### config.mk
export PLATFORM = sky130hd
export DESIGN_NAME = branch_fb_queue
export DESIGN_NICKNAME = d
export VERILOG_FILES = /design/src/rtl/branch_fb_queue_pkg.sv /design/src/rtl/branch_fb_queue_compact.sv /design/src/rtl/branch_fb_queue.sv
export SDC_FILE = /design/constraint.sdc
export NUM_CORES = 1
export LEC_CHECK = 0
export CORE_MARGIN = 8
export CORE_UTILIZATION = 45
export CTS_CLUSTER_SIZE = 40
export DETAILED_ROUTE_END_ITERATION = 10
export DONT_BUFFER_PORTS = 1
export PLACE_DENSITY = 0.58
export REMOVE_ABC_BUFFERS = 1
export SLEW_MARGIN = 40
export SYNTH_ARGS = -nofsm -noshare
export SYNTH_HDL_FRONTEND = slang
export SYNTH_SLANG_ARGS = --single-unit
### constraint.sdc
create_clock -name clk -period 6.1 [get_ports clk]
set_input_delay 1.22 -clock clk [delete_from_list [all_inputs] [get_ports clk]]
set_output_delay 1.22 -clock clk [all_outputs]
set_load 0.1 [all_outputs]
### src/rtl/branch_fb_queue_pkg.sv
// Shared core definitions used by the branch feedback queue.
//   peval_width      : number of branch-resolve execution lanes
//   branch_fb_depth  : default number of feedback queue entries
//   branch_pred_fb_t : one resolved-branch feedback record
package core;

  localparam int peval_width     = 2;
  localparam int branch_fb_depth = 8;

  typedef struct packed {
    logic        valid;
    logic        branch_taken;
    logic [31:0] base_pc;
  } branch_pred_fb_t;

endpackage

### src/rtl/branch_fb_queue_compact.sv
// Combinational lane compactor.
// For each lane it gives the write offset from the queue tail, which is the
// number of valid lanes below it. It also gives the total number of valid lanes.
//   valid    : per-lane valid bits, lane 0 is oldest
//   offset   : per-lane slot offset from tail (meaningful only for valid lanes)
//   push_cnt : popcount(valid)
module branch_fb_compact
  import core::*;
#(
  parameter int lanes = core::peval_width,
  localparam int LW   = $clog2(lanes + 1)
) (
  input  logic [lanes-1:0] valid,
  output logic [LW-1:0]    offset [lanes],
  output logic [LW-1:0]    push_cnt
);

  logic [LW-1:0] acc;

  // Prefix sum: each lane's offset is the count of valid lanes before it.
  always_comb begin
    acc = '0;
    for (int i = 0; i < lanes; i++) begin
      offset[i] = acc;
      acc       = acc + LW'(valid[i]);
    end
    push_cnt = acc;
  end

endmodule

### src/rtl/branch_fb_queue.sv
// Branch feedback queue.
// It takes resolved-branch outcomes from the execution lanes and sends them to
// branch_pred one per cycle, keeping program order. Lane 0 is oldest within a
// cycle.
//
// Handshake: the lanes may present valid results only in a cycle where
// res_ready is high. All valid lanes are accepted together in that cycle.
// res_ready comes only from the registered count. A valid lane while
// res_ready is low is dropped and sets the sticky overflow_err flag.
// branch_pred consumes fb when fb.valid && pred_en.
//
// Ports:
//   clk, rst_n   : clock, asynchronous active-low reset
//   flush        : drop all queued and same-cycle incoming feedback
//   pred_en      : consume enable from branch_pred
//   res_in       : per-lane resolved branches
//   res_ready    : lanes may present valid results
//   fb           : head entry, with valid forced to (count != 0)
//   occupancy    : current entry count
//   overflow_err : sticky protocol-violation flag
module branch_fb_queue
  import core::*;
#(
  parameter int depth  = core::branch_fb_depth,
  localparam int PTR_W = $clog2(depth),
  localparam int CNT_W = $clog2(depth + 1),
  localparam int LW    = $clog2(core::peval_width + 1)
) (
  input  logic            clk,
  input  logic            rst_n,
  input  logic            flush,
  input  logic            pred_en,
  input  branch_pred_fb_t res_in [core::peval_width],
  output logic            res_ready,
  output branch_pred_fb_t fb,
  output logic [CNT_W-1:0] occupancy,
  output logic            overflow_err
);

  branch_pred_fb_t          mem_q [depth];
  branch_pred_fb_t          mem_d [depth];
  logic [PTR_W-1:0]         head_q, head_d, tail_q, tail_d;
  logic [CNT_W-1:0]         count_q, count_d, free_slots;
  logic                     overflow_q, overflow_d;

  logic [core::peval_width-1:0] lane_valid;
  logic [LW-1:0]                lane_off [core::peval_width];
  logic [LW-1:0]                push_cnt;
  logic                         any_valid, push_en, pop;

  always_comb begin
    for (int i = 0; i < core::peval_width; i++) lane_valid[i] = res_in[i].valid;
  end

  branch_fb_compact #(.lanes(core::peval_width)) u_compact (
    .valid    (lane_valid),
    .offset   (lane_off),
    .push_cnt (push_cnt)
  );

  // Ready looks only at the registered count, so a pop in the same cycle
  // cannot raise it. This keeps res_ready free of any path from pred_en.
  assign free_slots = CNT_W'(depth) - count_q;
  assign res_ready  = free_slots >= CNT_W'(core::peval_width);

  assign any_valid = |lane_valid;
  assign push_en   = res_ready && !flush;
  assign pop       = (count_q != '0) && pred_en && !flush;

  always_comb begin
    fb           = mem_q[head_q];
    fb.valid     = (count_q != '0);
    occupancy    = count_q;
    overflow_err = overflow_q;
  end

  always_comb begin
    mem_d      = mem_q;
    head_d     = head_q;
    tail_d     = tail_q;
    count_d    = count_q;
    overflow_d = overflow_q | (any_valid && !res_ready);

    if (flush) begin
      // Storage is left as is. The zeroed count hides the stale entries.
      head_d  = '0;
      tail_d  = '0;
      count_d = '0;
    end else begin
      if (push_en) begin
        for (int i = 0; i < core::peval_width; i++) begin
          if (lane_valid[i]) begin
            mem_d[PTR_W'(tail_q + PTR_W'(lane_off[i]))] = res_in[i];
          end
        end
        tail_d = PTR_W'(tail_q + PTR_W'(push_cnt));
      end
      if (pop) head_d = head_q + PTR_W'(1);
      count_d = count_q + (push_en ? CNT_W'(push_cnt) : '0) - CNT_W'(pop);
    end
  end

  always_ff @(posedge clk or negedge rst_n) begin
    if (!rst_n) begin
      for (int i = 0; i < depth; i++) mem_q[i] <= '0;
      head_q     <= '0;
      tail_q     <= '0;
      count_q    <= '0;
      overflow_q <= 1'b0;
    end else begin
      mem_q      <= mem_d;
      head_q     <= head_d;
      tail_q     <= tail_d;
      count_q    <= count_d;
      overflow_q <= overflow_d;
    end
  end

endmodule

======== Word-level counts from Yosys, hierarchy flattened ========
Cells that the tools add are included.
cells by class
  add/sub/neg operators ................... 7
  $lt $le $gt $ge ......................... 6
  mux-type cells .......................... 19
  bitwise logic cells ..................... 5
  reduce and logical (&&, ||, !) cells .... 13
operators with widths
  kind                                                                                  count
  272-bit two-way mux                                                                   4
  272-bit bitwise mux                                                                   2
  34-bit demux with 3-bit select                                                        2
  34-bit binary-select mux with 3-bit select                                            1
  34-bit two-way mux                                                                    2
  33-bit two-way mux                                                                    2
  4-bit greater-or-equal comparator (second input constant)                             3
  3-bit two-way mux                                                                     4
  3-bit inverter with 4-bit output                                                      3
  4-bit by 1-bit < comparator with 1-bit output (second input constant)                 2
  1-bit logical AND                                                                     6
  4-bit by 2-bit adder with 4-bit output                                                1
  4-bit by 2-bit greater-or-equal comparator with 1-bit output (second input constant)  1
  4-bit two-way mux                                                                     1
  2-bit nonzero test                                                                    2
  4-bit nonzero test                                                                    1
  4-bit by 1-bit subtractor with 4-bit output                                           1
  4-bit subtractor (first input constant)                                               1
  3-bit by 1-bit adder with 3-bit output                                                1
  3-bit by 1-bit adder with 3-bit output (second input constant)                        1
  3-bit by 2-bit adder with 3-bit output                                                1
  1-bit by 1-bit adder with 2-bit output                                                1
  1-bit logical NOT                                                                     2
  2-bit two-way mux                                                                     1
  other kinds (4)                                                                       4
word-level totals
  bits in registers ....................... 283
  bits of input ports ..................... 72
  output and inout port bits .............. 40
  word-level logic and storage cells ...... 78

======== Depth between registers and ports, before layout ========
Gate-level depths: netlist of run 1.
  depth after elaboration ................. 11
  depth in mapped cells ................... 16
  gate-level depth less buffers ........... 13

======== By module ========
Synthesis of run 1 repeated with hierarchy kept, for this count alone.
second synthesis, totals
  cell total of the unflattened synthesis .. 1538
  area total of the unflattened synthesis .. 15930.3 um2
by module, submodules not included
  module             times used  cells an instance  area an instance (um2)  sequential area each (um2)
  branch_fb_queue    1           1532               15884.0                 6881.6
  branch_fb_compact  1           6                  46.3                    0.0

======== Worst setup path before layout of run 1 ========
Ideal clock, no wire load.
  kind .................................... register to register
  from .................................... reg count_q[0] (netlist: occupancy[0])
  to ...................................... reg count_q[2] (netlist: occupancy[2])
  setup time .............................. 0.130 ns
  arrival time ............................ 3.919 ns
  data required time ...................... 5.970 ns
  setup slack ............................. 2.051 ns
  cell stages (with the launch flop) ...... 16
  buffers on the path ..................... 3
  clock period less this slack ............ 4.049 ns
  cell sequence ........................... dfrtp_1 > inv_1 > ha_1 > nor2b_1 > and4_1 > buf_2 > nor2_1 > buf_2 > buf_1 > nand2_1 > ha_1 > inv_1 > ha_1 > fa_1 > xnor2_1 > nor2_1
on the way
  cells in the longest elaborated chain, start to end .. 7
  elaborated cells between the ends (all ways) .. 10
  those cells by class .................... add/sub (3); order compare (1); mux (2); reduce/logical (4)
ends and longest elaborated chain
  element                                                       line                    source
  start: declaration                                            branch_fb_queue.sv:43   logic [CNT_W-1:0] count_q, count_d, free_slots;
  start signal: assignment                                      branch_fb_queue.sv:114  count_q <= count_d;
  4-bit subtractor                                              branch_fb_queue.sv:63   assign free_slots = CNT_W'(depth) - count_q;
  4-bit by 2-bit greater-or-equal comparator with 1-bit output  branch_fb_queue.sv:64   assign res_ready = free_slots >= CNT_W'(core::peval_width);
  1-bit logical AND                                             branch_fb_queue.sv:67   assign push_en = res_ready && !flush;
  2-bit two-way mux                                             branch_fb_queue.sv:99   count_d = count_q + (push_en ? CNT_W'(push_cnt) : '0) - CNT_W'(pop);
  4-bit by 2-bit adder with 4-bit output                        branch_fb_queue.sv:99
  4-bit by 1-bit subtractor with 4-bit output *                 branch_fb_queue.sv:99
  4-bit two-way mux *                                           branch_fb_queue.sv:84   if (flush) begin
  net count_d[2]                                                branch_fb_queue.sv:43
Mark *: on every way through the listed nets, which the timed path passes. The rest lies on a longest branch.
A chain may end at the register's enable or synchronous reset.

======== Worst setup path after layout of run 1 ========
  from .................................... reg count_q[1] (netlist: occupancy[1])
  to ...................................... out res_ready
on the way
  cells in the longest elaborated chain, start to end .. 2
ends and longest elaborated chain
  element                                                       line                   source
  4-bit subtractor                                              branch_fb_queue.sv:63
  4-bit by 2-bit greater-or-equal comparator with 1-bit output  branch_fb_queue.sv:64
  end: declaration                                              branch_fb_queue.sv:34  output logic res_ready,
Every way passes these cells.

==> run metrics, run 1 <==
CTS Hold Bufs=0; die area=~0.038 mm^2; DIE HEIGHT=195 um; Slew Limit Headroom=0.357; dpl cell area=approximately 0.015 mm^2; worst-path cell with the longest stage delay=dfrtp_2; Post-Synth Adder-Cell Area=0.0150; Max FO, Critical Path=6; ANT cells=0; vias in the first global route=11.2k; R2R depth=8; RePlAce Congestion=0.756; run status=finished, final reports clean; Synth Area in Simple Gates=0.0205; DP Wirelength=25,100 um; CTS tree=yes; leading area contributor after synthesis=dfrtp_1; RSZ-0062 raised after global routing=no; Crit path arrival time=~3.1 ns; Worst Hold Class=in -> async; Setup crit end kind=output port; # setup viols final=0; CP max stage delay=slightly above 0.6 ns; VDD IR max=0.356 mV; worst skew pair latency=0.57 ns; Slew @ Worst Pin=approximately 0.96 ns; worst-path cell chain=inv_1, ha_1, nor2b_1, a32oi_1, nor3_1, inv_1; area grow syn2layout=8.50%; Max Cap Violations=0; Syn Inst Count=about 1.2k; H-Tree Depth=1; Chip Width=about 200 um; global-route usage over all layers=0.245; Worst EP required=between 4 and 5 ns; Top-Level Pins=112; Post-synth EDFFs=0; Initial DRC Count=about 1.2k; Crit path top cell by count=inv_1; synthesized area=~0.014 mm^2; residual DRC count=0; period utilisation layout=0.701; Yosys top cell area share=0.479; PostCTS Resize Cnt=0; via/cell ratio=7.30; antenna violations before repair=0; final hold violation count=0; Compound-Gate Fraction of Synth Area=0.292; Reg clk slew, reported paths=about 0.060 ns; Critical path buffers and inverters=2; Seq cells post-synth=between 200 and 300; FMAX=roughly 230 MHz; Root Buffer=clkbuf_16; CP top delay family=buffers and inverters; largest net degree at the start of global routing=around 280; Post-synth top flop=dfrtp_1; clock buffer count from CTS=31; Buffers on Ports=0; minimum clock period=about 4.3 ns; CTS sink cnt=275; Detailed Route WL=48,000 um; WS Path Type=reg -> out; pwr/cell area=approximately 640 mW/mm^2; mux share of post-synthesis cell area=0.131; Final Instance Area=roughly 0.016 mm^2; postcts setup bufs=0; Final nets=1,171; grt total ovfl=0; first-pass GRT wire length=between 70,000 and 80,000 um; clk_skew=a little under 0.02 ns; ys async rst share=1.00; largest family of logic cells by synthesized area=compound AO/OA/AOI/OAI gates; core area=around 0.031 mm^2; Final Util=0.495; Initial Utilization=0.456; leading post-synthesis cells by cell area=dfrtp_1 (48%), a2bb2oi_1 (16%), o22ai_1 (12%), mux4_2 (10%), mux2_2 (2.6%); Distinct cells, synth=46; row cnt=65; Slew Limit Fails=0; sequential fraction of the synthesis area=0.479; critical path depth in cells=6; most frequent cells in the layout=dfrtp_1 (267), o22ai_1 (264), a2bb2oi_1 (264); 1st-pass router iterations=5; Synth Area in XOR/XNOR=0.00366; CTS max path bufs=3; Worst setup SP type=flop; Final ANT Viol Nets=0; routed len/inst=31.8 um; most common cell after layout, fill and taps aside=dfrtp_1; Avg Synthesized Cell Area=11.8 um^2; Vias=approximately 11k; worst hold margin=0.343 ns; layout cells sized above 1=0.195; Syn. warnings=0; Leak=roughly 6.0 nW
==> cells in the mapped netlist, drive strengths merged (2+ instances only) <==
library cell and count:
nand3b 2, o21bai 4, a21oi 4, or2 2
fa 2, xnor2 4, inv 15, nand4b 2
ha 14, clkbuf 90, nand2b 3, buf 107
mux2i 3, mux2 33, nand3 6, a2bb2oi 264
nor2 8, dfrtp 275, o22ai 264, nand2 10
xor2 2, a211oi 6, o2111ai 3, mux4 66
o21ai 3, nor3 3, nor2b 5
==> routing by layer <==
metal | track usage | vias up | part of all wire
met2 | 0.390 | 534 | 0.48
li1 | - | 4606 | -
met1 | 0.333 | 5783 | 0.41
met4 | 0.0685 | 0 | 0.025
met5 | 0 | - | 0
met3 | 0.0556 | 78 | 0.088
==> flip-flops by register name, summed over array words and instances (netlist names) <==
name	flops
head_q	3
occupancy	4
mem_q	264
tail_q	3
overflow_err	1
==> layout make-up <==
class                   count  area (um^2)
fillers                  2776        15900
flip-flops and latches    275         6900
multi-input cells         728         6830
clock buffers              41          863
well taps                 402          503
repair buffers             32          292
clock inverters            15          131
inverters                  15         56.3
==> report_power, final <==
part | switching [mW] | total (mW) | internal [mW]
clock | 0.774 | 1.85 | 1.07
combinational | 2.99 | 4.73 | 1.75
sequential | 0.684 | 3.38 | 2.69
total | 4.44 | 9.95 | 5.51
==> worst reg2reg max path: cells and delay by family, from the launching register on <==
family | cells | cell delay, ns
adders and majority gates | 1 | 0.31
AOI/OAI and AO/OA | 1 | 0.19
and+or+nand+nor | 3 | 0.84
buffers and inverters | 3 | 1.43
DFF | 1 | 0.71
==> logic make-up (layout without fill, tap and decap cells) <==
group	Yosys count	in the layout
AO/OA/AOI/OAI	553	553
flip-flops	275	275
buffers and inverters	212	103
multiplexers	102	102
AND/OR/NAND/NOR	51	51
adder cells (fa/ha/maj)	16	16
XOR/XNOR	6	6
==> metrics by stage <==
step | TNS [ns] | setup slack (ns) | total power [mW] | std cells
final | 0 | 1.82 | 9.95 | 1508
after global routing | 0 | 1.62 | 10.4 | 1508
after CTS | 0 | 1.77 | 9.97 | 1508
after detailed placement | 0 | 2.26 | 8.10 | 1452
after global placement | 0 | 1.68 | 8.00 | 1450
after floorplan | -1218.99 | -5.86 | 7.27 | 1018
==> path summary, 6_finish.rpt <==
kind | startpoint | end | slack, ns
min in group clk | mem_q[21]$_DFFE_PN0P_ | mem_q[21]$_DFFE_PN0P_ | 0.54
worst min-delay path | rst_n | occupancy[0]$_DFF_PN0_ | 0.34
worst max-delay path | occupancy[1]$_DFF_PN0_ | res_ready | 1.82
max in group asynchronous | rst_n | mem_q[125]$_DFFE_PN0P_ | 4.96
worst min register to register | mem_q[21]$_DFFE_PN0P_ | mem_q[21]$_DFFE_PN0P_ | 0.54
worst max register to register | occupancy[1]$_DFF_PN0_ | mem_q[141]$_DFFE_PN0P_ | 2.45
Power figures use the tool's default switching activity.
==> run 2, diff against run 1 <==
--- a/config.mk
+++ b/config.mk
@@ -5,6 +5,7 @@
 export SDC_FILE = /design/constraint.sdc
 export NUM_CORES = 1
 export LEC_CHECK = 0
+export ABC_AREA = 1
 export CORE_MARGIN = 8
 export CORE_UTILIZATION = 45
 export CTS_CLUSTER_SIZE = 40
==> constraint.sdc (replaced) <==
create_clock -name clk -period 4.33 [get_ports clk]
set_input_delay 0.866 -clock clk [delete_from_list [all_inputs] [get_ports clk]]
set_output_delay 0.866 -clock clk [all_outputs]
set_load 0.1 [all_outputs]
==> run 2 against run 1 <==
Critical path depth is 1 higher. Power is 90% higher. Highest routed layer unchanged. Critical path type unchanged. Final area is 44% higher. Die area is 39% higher. Clock-buffer cell count is 17 higher. Worst hold slack worse by 0.32 ns. Wire length is 65% higher. Cell count grew to 2.6 times the previous value. Largest cell class is now multi-input gates. First-iteration DRC count is 100% higher. Utilization is 0.12 points higher.
==> run metrics, run 2 <==
Syn. warnings=0 (unchanged); worst hold margin=0.0271 ns (was 0.343 ns); dpl cell area=0.0212 mm^2 (was 0.0146 mm^2); Slew Limit Headroom=0.416 (was 0.357); Slew Limit Fails=0 (unchanged); worst-path cell chain=inv_4, buf_4, a21oi_1, o21ai_0, nand2_1, o21a_1, buf_4 (was inv_1, ha_1, nor2b_1, a32oi_1, nor3_1, inv_1); ys async rst share=1.00 (unchanged); postcts setup bufs=0 (unchanged); vias in the first global route=21.5k (was 11.2k); Slew @ Worst Pin=0.876 ns (was 0.964 ns); Worst setup SP type=flop (unchanged); count leader, synth=nand2_1 (was dfrtp_1); period utilisation layout=0.861; pwr/cell area=842 mW/mm^2 (was 639 mW/mm^2); Worst Hold Class=in -> async (unchanged); Reg clk slew, reported paths=0.05 ns (was 0.06 ns); first-pass GRT wire length=125,000 um (was 72,900 um); residual DRC count=0 (unchanged); Avg Synthesized Cell Area=5.92 um^2 (was 11.8 um^2); run status=finished, final reports clean (unchanged); leading area contributor after synthesis=dfrtp_1 (unchanged); Crit path top cell by count=buf_4 (was inv_1); row cnt=78 (was 65); 1st-pass router iterations=6 (was 5); worst skew pair latency=0.57 ns (about the same); Seq cells post-synth=275 (unchanged); Biggest register=mem_q (unchanged); WS Path Type=reg -> out (unchanged); antenna violations before repair=3 (was 0); Chip Width=229 um (was 195 um); Post-synth top flop=dfrtp_1 (unchanged); CTS Hold Bufs=1 (was 0); DP Wirelength=43,800 um (was 25,100 um); Root Buffer=clkbuf_16 (unchanged); die area=0.0526 mm^2 (was 0.0379 mm^2); Max Cap Violations=0 (unchanged); Final Instance Area=0.0224 mm^2 (was 0.0156 mm^2); most common cell after layout, fill and taps aside=nand2_1 (was dfrtp_1); Setup crit end kind=output port (unchanged); Final nets=3,430 (was 1,171); Crit path arrival time=2.86 ns (was 3.06 ns); routed len/inst=20.0 um (was 31.8 um); PostCTS Resize Cnt=0 (unchanged); Initial Utilization=0.453 (was 0.456); synthesized area=0.0205 mm^2 (was 0.0144 mm^2); Final Util=0.496 (was 0.495); clock buffer count from CTS=37 (was 31); leading post-synthesis cells by cell area=dfrtp_1 (34%), nand2_1 (28%), nand3_1 (11%), inv_1 (6.4%), o21ai_1 (5.7%) (was dfrtp_1 (48%), a2bb2oi_1 (16%), o22ai_1 (12%), mux4_2 (10%), mux2_2 (2.6%)); RSZ-0062 raised after global routing=no (unchanged); Top-Level Pins=112 (unchanged); largest net degree at the start of global routing=240 (was 276); Detailed Route WL=79,300 um (was 48,000 um); via/cell ratio=5.65 (was 7.30); max reg flops=264 (unchanged); Distinct cells, synth=21 (was 46); most frequent cells in the layout=nand2_1 (1,518), nand3_1 (435), inv_1 (348) (was dfrtp_1 (267), o22ai_1 (264), a2bb2oi_1 (264)); Filler cells=4,670 (was 2,776); core area=0.0452 mm^2 (was 0.0315 mm^2); FMAX=roughly 270 MHz; global-route usage over all layers=0.295 (was 0.245); CTS tree=yes (unchanged); CP max stage delay=0.56 ns (was 0.62 ns); Final ANT Viol Nets=0 (unchanged); minimum clock period=3.73 ns; sequential fraction of the synthesis area=0.336 (was 0.479); Initial DRC Count=2,359 (was 1,177); Post-synth EDFFs=0 (unchanged); RePlAce Congestion=0.821 (was 0.756); CTS max path bufs=3 (unchanged); VDD IR max=0.797 mV (was 0.356 mV); Leak=11.7 nW (was 5.99 nW); DIE HEIGHT=229 um (was 195 um); CTS sink cnt=275 (unchanged); worst-path cell with the longest stage delay=inv_4 (was dfrtp_2); Max FO, Critical Path=64 (was 6); clk_skew=0.0111 ns (was 0.0199 ns); layout cells sized above 1=0.0573 (was 0.195); Yosys top cell area share=0.336 (was 0.479); Vias=22.5k (was 11.0k); area grow syn2layout=9.49% (was 8.50%); grt total ovfl=0 (unchanged); Buffers on Ports=0 (unchanged); final hold violation count=0 (unchanged); H-Tree Depth=2 (was 1); Worst EP required=3.46 ns (was 4.88 ns); Syn Inst Count=3,461 (was 1,215); # setup viols final=0 (unchanged); Post-synth top cells=nand2_1 (1,524), nand3_1 (443), inv_1 (349) (was dfrtp_1 (275), a2bb2oi_1 (264), o22ai_1 (264))
==> run 2: metrics by stage <==
step | power (mW) | cells | worst slack [ns] | TNS (ns)
6_report | 18.9 | 3974 | 0.600 | 0
5_1_grt | 20.3 | 3973 | 0.497 | 0
3_3_place_gp | 15.3 | 3901 | 1.03 | 0
2_1_floorplan | 11.4 | 3209 | -4.29 | -861.99
4_1_cts | 18.8 | 3971 | 0.586 | 0
3_5_place_dp | 15.6 | 3902 | 0.985 | 0
==> run 2: final timing paths <==
path	startpoint	endpoint	slack (ns)	cells past startpoint
worst min register to register	mem_q[100]$_DFFE_PN0P_	mem_q[100]$_DFFE_PN0P_	0.48	2
min in group clk	flush	occupancy[2]$_DFF_PN0_	0.36	1
worst min-delay path	rst_n	mem_q[77]$_DFFE_PN0P_	0.03	0
worst max register to register	occupancy[1]$_DFF_PN0_	occupancy[2]$_DFF_PN0_	1.09	16
max in group asynchronous	rst_n	mem_q[166]$_DFFE_PN0P_	3.78	0
worst max-delay path	head_q[0]$_DFFE_PN0P_	fb[9]	0.60	7
==> run 2: final cells by class <==
class / count / area (um^2) / share of cell area
antenna: 3 / 7.51 / 0.000335
timing repair buffer: 94 / 833 / 0.0372
sequential: 275 / 6890 / 0.307
clock inverter: 10 / 85.1 / 0.00379
tap: 600 / 751 / 0.0335
multi-input combinational: 2578 / 11400 / 0.507
clock buffer: 58 / 1140 / 0.0507
inverter: 356 / 1340 / 0.0598
==> run 2: logic make-up after synthesis <==
family                     count (synthesis)  share of synthesized area
adders and majority gates                 16                     0.0105
and+or+nand+nor                         1992                      0.393
xor gates and xnor gates                   1                   0.000428
buffers and inverters                    608                      0.117
DFF                                      275                      0.336
AOI/OAI and AO/OA                        569                      0.143
==> run 2: layer usage <==
metal  wire, um  global-route usage  vias up
li1           -                   -    10600
met1      33500               0.396    10600
met2      35900               0.475     1044
met3       6990              0.0491      208
met4       2900               0.106        0
met5          0                   0        -
==> run 2: critical path: cells and delay by family (launching register included) <==
family	cells	cell delay, ns
AND/OR/NAND/NOR	1	0.09
AO/OA/AOI/OAI	3	0.47
buffers and inverters	3	1.21
flip-flops	1	0.50
==> run 2: report_power, final <==
| group | internal, mW | switching, mW | total [mW] | leakage, nW |
|---|---|---|---|---|
| combinational | 2.99 | 8.38 | 11.4 | 7.57 |
| sequential | 3.66 | 0.685 | 4.35 | 3.58 |
| clock | 1.87 | 1.30 | 3.17 | 0.604 |
==> run 3, diff against run 2 <==
==> constraint.sdc (replaced) <==
create_clock -name clk -period 4.33 [get_ports clk]
set_input_delay 0.6495 -clock clk [delete_from_list [all_inputs] [get_ports clk]]
set_output_delay 0.6495 -clock clk [all_outputs]
set_load 0.1 [all_outputs]
==> run 3 against run 2 <==
The flow now finishes with violations (negative hold slack). Via count down 1.4%. Wire length fell by 3.5%. Cell count fell by 0.50%. Clock skew is 0.0012 ns lower. Utilization fell by 0.24 points. Register-to-register slack gained 0.20 ns. Sequential power hardly changed. Clock power shrank 7.6%. Sequential share of layout area increased by 0.15 points.
==> run metrics, run 3 (synthesis results as in run 2) <==
Worst Setup EP=fb[19] (was fb[9]); via/cell ratio=5.60 (was 5.65); RePlAce Congestion=0.793 (was 0.821); PostCTS Resize Cnt=0 (unchanged); most common cell after layout, fill and taps aside=nand2_1 (unchanged); failing checks=negative hold slack; Setup crit end kind=output port (unchanged); R2R depth=11 (was 16); clk_skew=0.00985 ns (was 0.0111 ns); first-pass GRT wire length=121,000 um (was 125,000 um); CP max stage delay=0.50 ns (was 0.56 ns); # setup viols final=0 (unchanged); DIE HEIGHT=229 um (unchanged); Reg clk slew, reported paths=0.06 ns (was 0.05 ns); residual DRC count=0 (unchanged); Leak=11.7 nW (about the same); Max FO, Critical Path=86 (was 64); worst skew pair latency=0.55 ns (was 0.57 ns); routed len/inst=19.4 um (was 20.0 um); max reg flops=264 (unchanged); VDD IR max=0.701 mV (was 0.797 mV); row cnt=78 (unchanged); dpl cell area=0.0212 mm^2 (about the same); Worst EP required=3.68 ns (was 3.46 ns); Final ANT Viol Nets=0 (unchanged); Final Instance Area=0.0223 mm^2 (was 0.0224 mm^2); RR Endpoint=mem_q[100]$_DFFE_PN0P_ (was occupancy[2]$_DFF_PN0_); CTS tree=yes (unchanged); Slew Limit Fails=0 (unchanged); worst-path cell chain=inv_4, buf_12, a21oi_1, o21ai_0, nand2_1, o21a_1, buf_4 (was inv_4, buf_4, a21oi_1, o21ai_0, nand2_1, o21a_1, buf_4); Biggest register=mem_q (unchanged); RSZ-0062 raised after global routing=no (unchanged); worst hold margin=-0.209 ns (was 0.0271 ns); core area=0.0452 mm^2 (unchanged); minimum clock period=3.37 ns (was 3.73 ns); die area=0.0526 mm^2 (unchanged); r2r setup slk=1.29 ns (was 1.09 ns); DP Wirelength=41,900 um (was 43,800 um); WS Path Type=reg -> out (unchanged); Buffers on Ports=0 (unchanged); r2r startpoint=occupancy[1]$_DFF_PN0_ (unchanged); Crit path arrival time=2.72 ns (was 2.86 ns); postcts setup bufs=0 (unchanged); Setup TNS=0 ns (unchanged); most frequent cells in the layout=nand2_1 (1,517), nand3_1 (435), inv_1 (348) (was nand2_1 (1,518), nand3_1 (435), inv_1 (348)); Worst Hold Class=in -> async (unchanged); multi-input logic area=0.0114 mm^2 (about the same); largest net degree at the start of global routing=276 (was 240); Final nets=3,415 (was 3,430); CP startpoint=head_q[0]$_DFFE_PN0P_ (unchanged); pwr/cell area=832 mW/mm^2 (was 842 mW/mm^2); total power=18.6 mW (was 18.9 mW); Top-Level Pins=112 (unchanged); layout cells sized above 1=0.0504 (was 0.0573); Initial DRC Count=2,379 (was 2,359); Chip Width=229 um (unchanged); antenna violations before repair=5 (was 3); vias in the first global route=20.9k (was 21.5k); run status=finished with violations (was finished, final reports clean); Slew Limit Headroom=0.454 (was 0.416); grt total ovfl=0 (unchanged); H-Tree Depth=2 (unchanged); CTS max path bufs=3 (unchanged); Max Cap Violations=0 (unchanged); Filler cells=4,628 (was 4,670); global-route usage over all layers=0.284 (was 0.295); clock buffer count from CTS=36 (was 37); Detailed Route WL=76,600 um (was 79,300 um); FMAX=297 MHz (was 268 MHz); Worst setup SP type=flop (unchanged); Reg area=0.00689 mm^2 (unchanged); period utilisation layout=0.777 (was 0.861); Initial Utilization=0.453 (unchanged); Vias=22.2k (was 22.5k); area grow syn2layout=8.97% (was 9.49%); 1st-pass router iterations=6 (unchanged); worst-path cell with the longest stage delay=dfrtp_4 (was inv_4); Slew @ Worst Pin=0.818 ns (was 0.876 ns); final hold violation count=275 (was 0); Root Buffer=clkbuf_16 (unchanged); CTS sink cnt=275 (unchanged)
run 3: cell types whose count changed in the layout (fill, tap and decap cells not counted), sizes merged:
cell / previous run / this run
buf: 94 / 80
clkbuf: 58 / 55
clkinv: 7 / 3
clkinvlp: 1 / 0
diode: 3 / 4
inv: 357 / 358
run 3: final cells by class:
| cell class | count | share of cell area |
|---|---|---|
| multi-input cells | 2578 | 0.510 |
| flip-flops and latches | 275 | 0.309 |
| inverters | 356 | 0.0601 |
| clock buffers | 55 | 0.0463 |
| repair buffers | 80 | 0.0373 |
| well taps | 600 | 0.0336 |
| clock inverters | 6 | 0.00280 |
| diodes | 4 | 0.000449 |
run 3: per-stage QoR:
stage / utilization / std cells / setup WS, ns
finish: 0.494 / 3954 / 0.965
global route: 0.494 / 3953 / 0.795
CTS: 0.493 / 3950 / 0.960
detailed placement: 0.469 / 3889 / 1.25
global placement: 0.465 / 3884 / 1.31
floorplan: - / 3209 / -4.29
run 3: worst min-delay path by stage:
| stage | end |
|---|---|
| after floorplan | head_q[0]$_DFFE_PN0P_ |
| after global placement | mem_q[231]$_DFFE_PN0P_ |
| after detailed placement | mem_q[213]$_DFFE_PN0P_ |
| after CTS | mem_q[213]$_DFFE_PN0P_ |
| after global routing | mem_q[213]$_DFFE_PN0P_ |
| final | mem_q[265]$_DFFE_PN0P_ |
run 3: routing by layer:
metal	track usage	part of all wire	vias up
met3	0.0472	0.080	166
met4	0.109	0.032	2
met5	0	0.00021	-
met2	0.457	0.46	940
li1	-	-	10600
met1	0.378	0.43	10400
run 3: critical path: cells and delay by family (launching register included):
kind / cells / cell delay (ns)
and+or+nand+nor: 1 / 0.10
AOI/OAI and AO/OA: 3 / 0.45
buffers and inverters: 3 / 1.07
DFF: 1 / 0.50
run 3: power breakdown:
part	switching, mW	internal (mW)	leakage (nW)
registers	0.660	3.66	3.58
clock network	1.23	1.70	0.536
logic	8.31	3.01	7.55
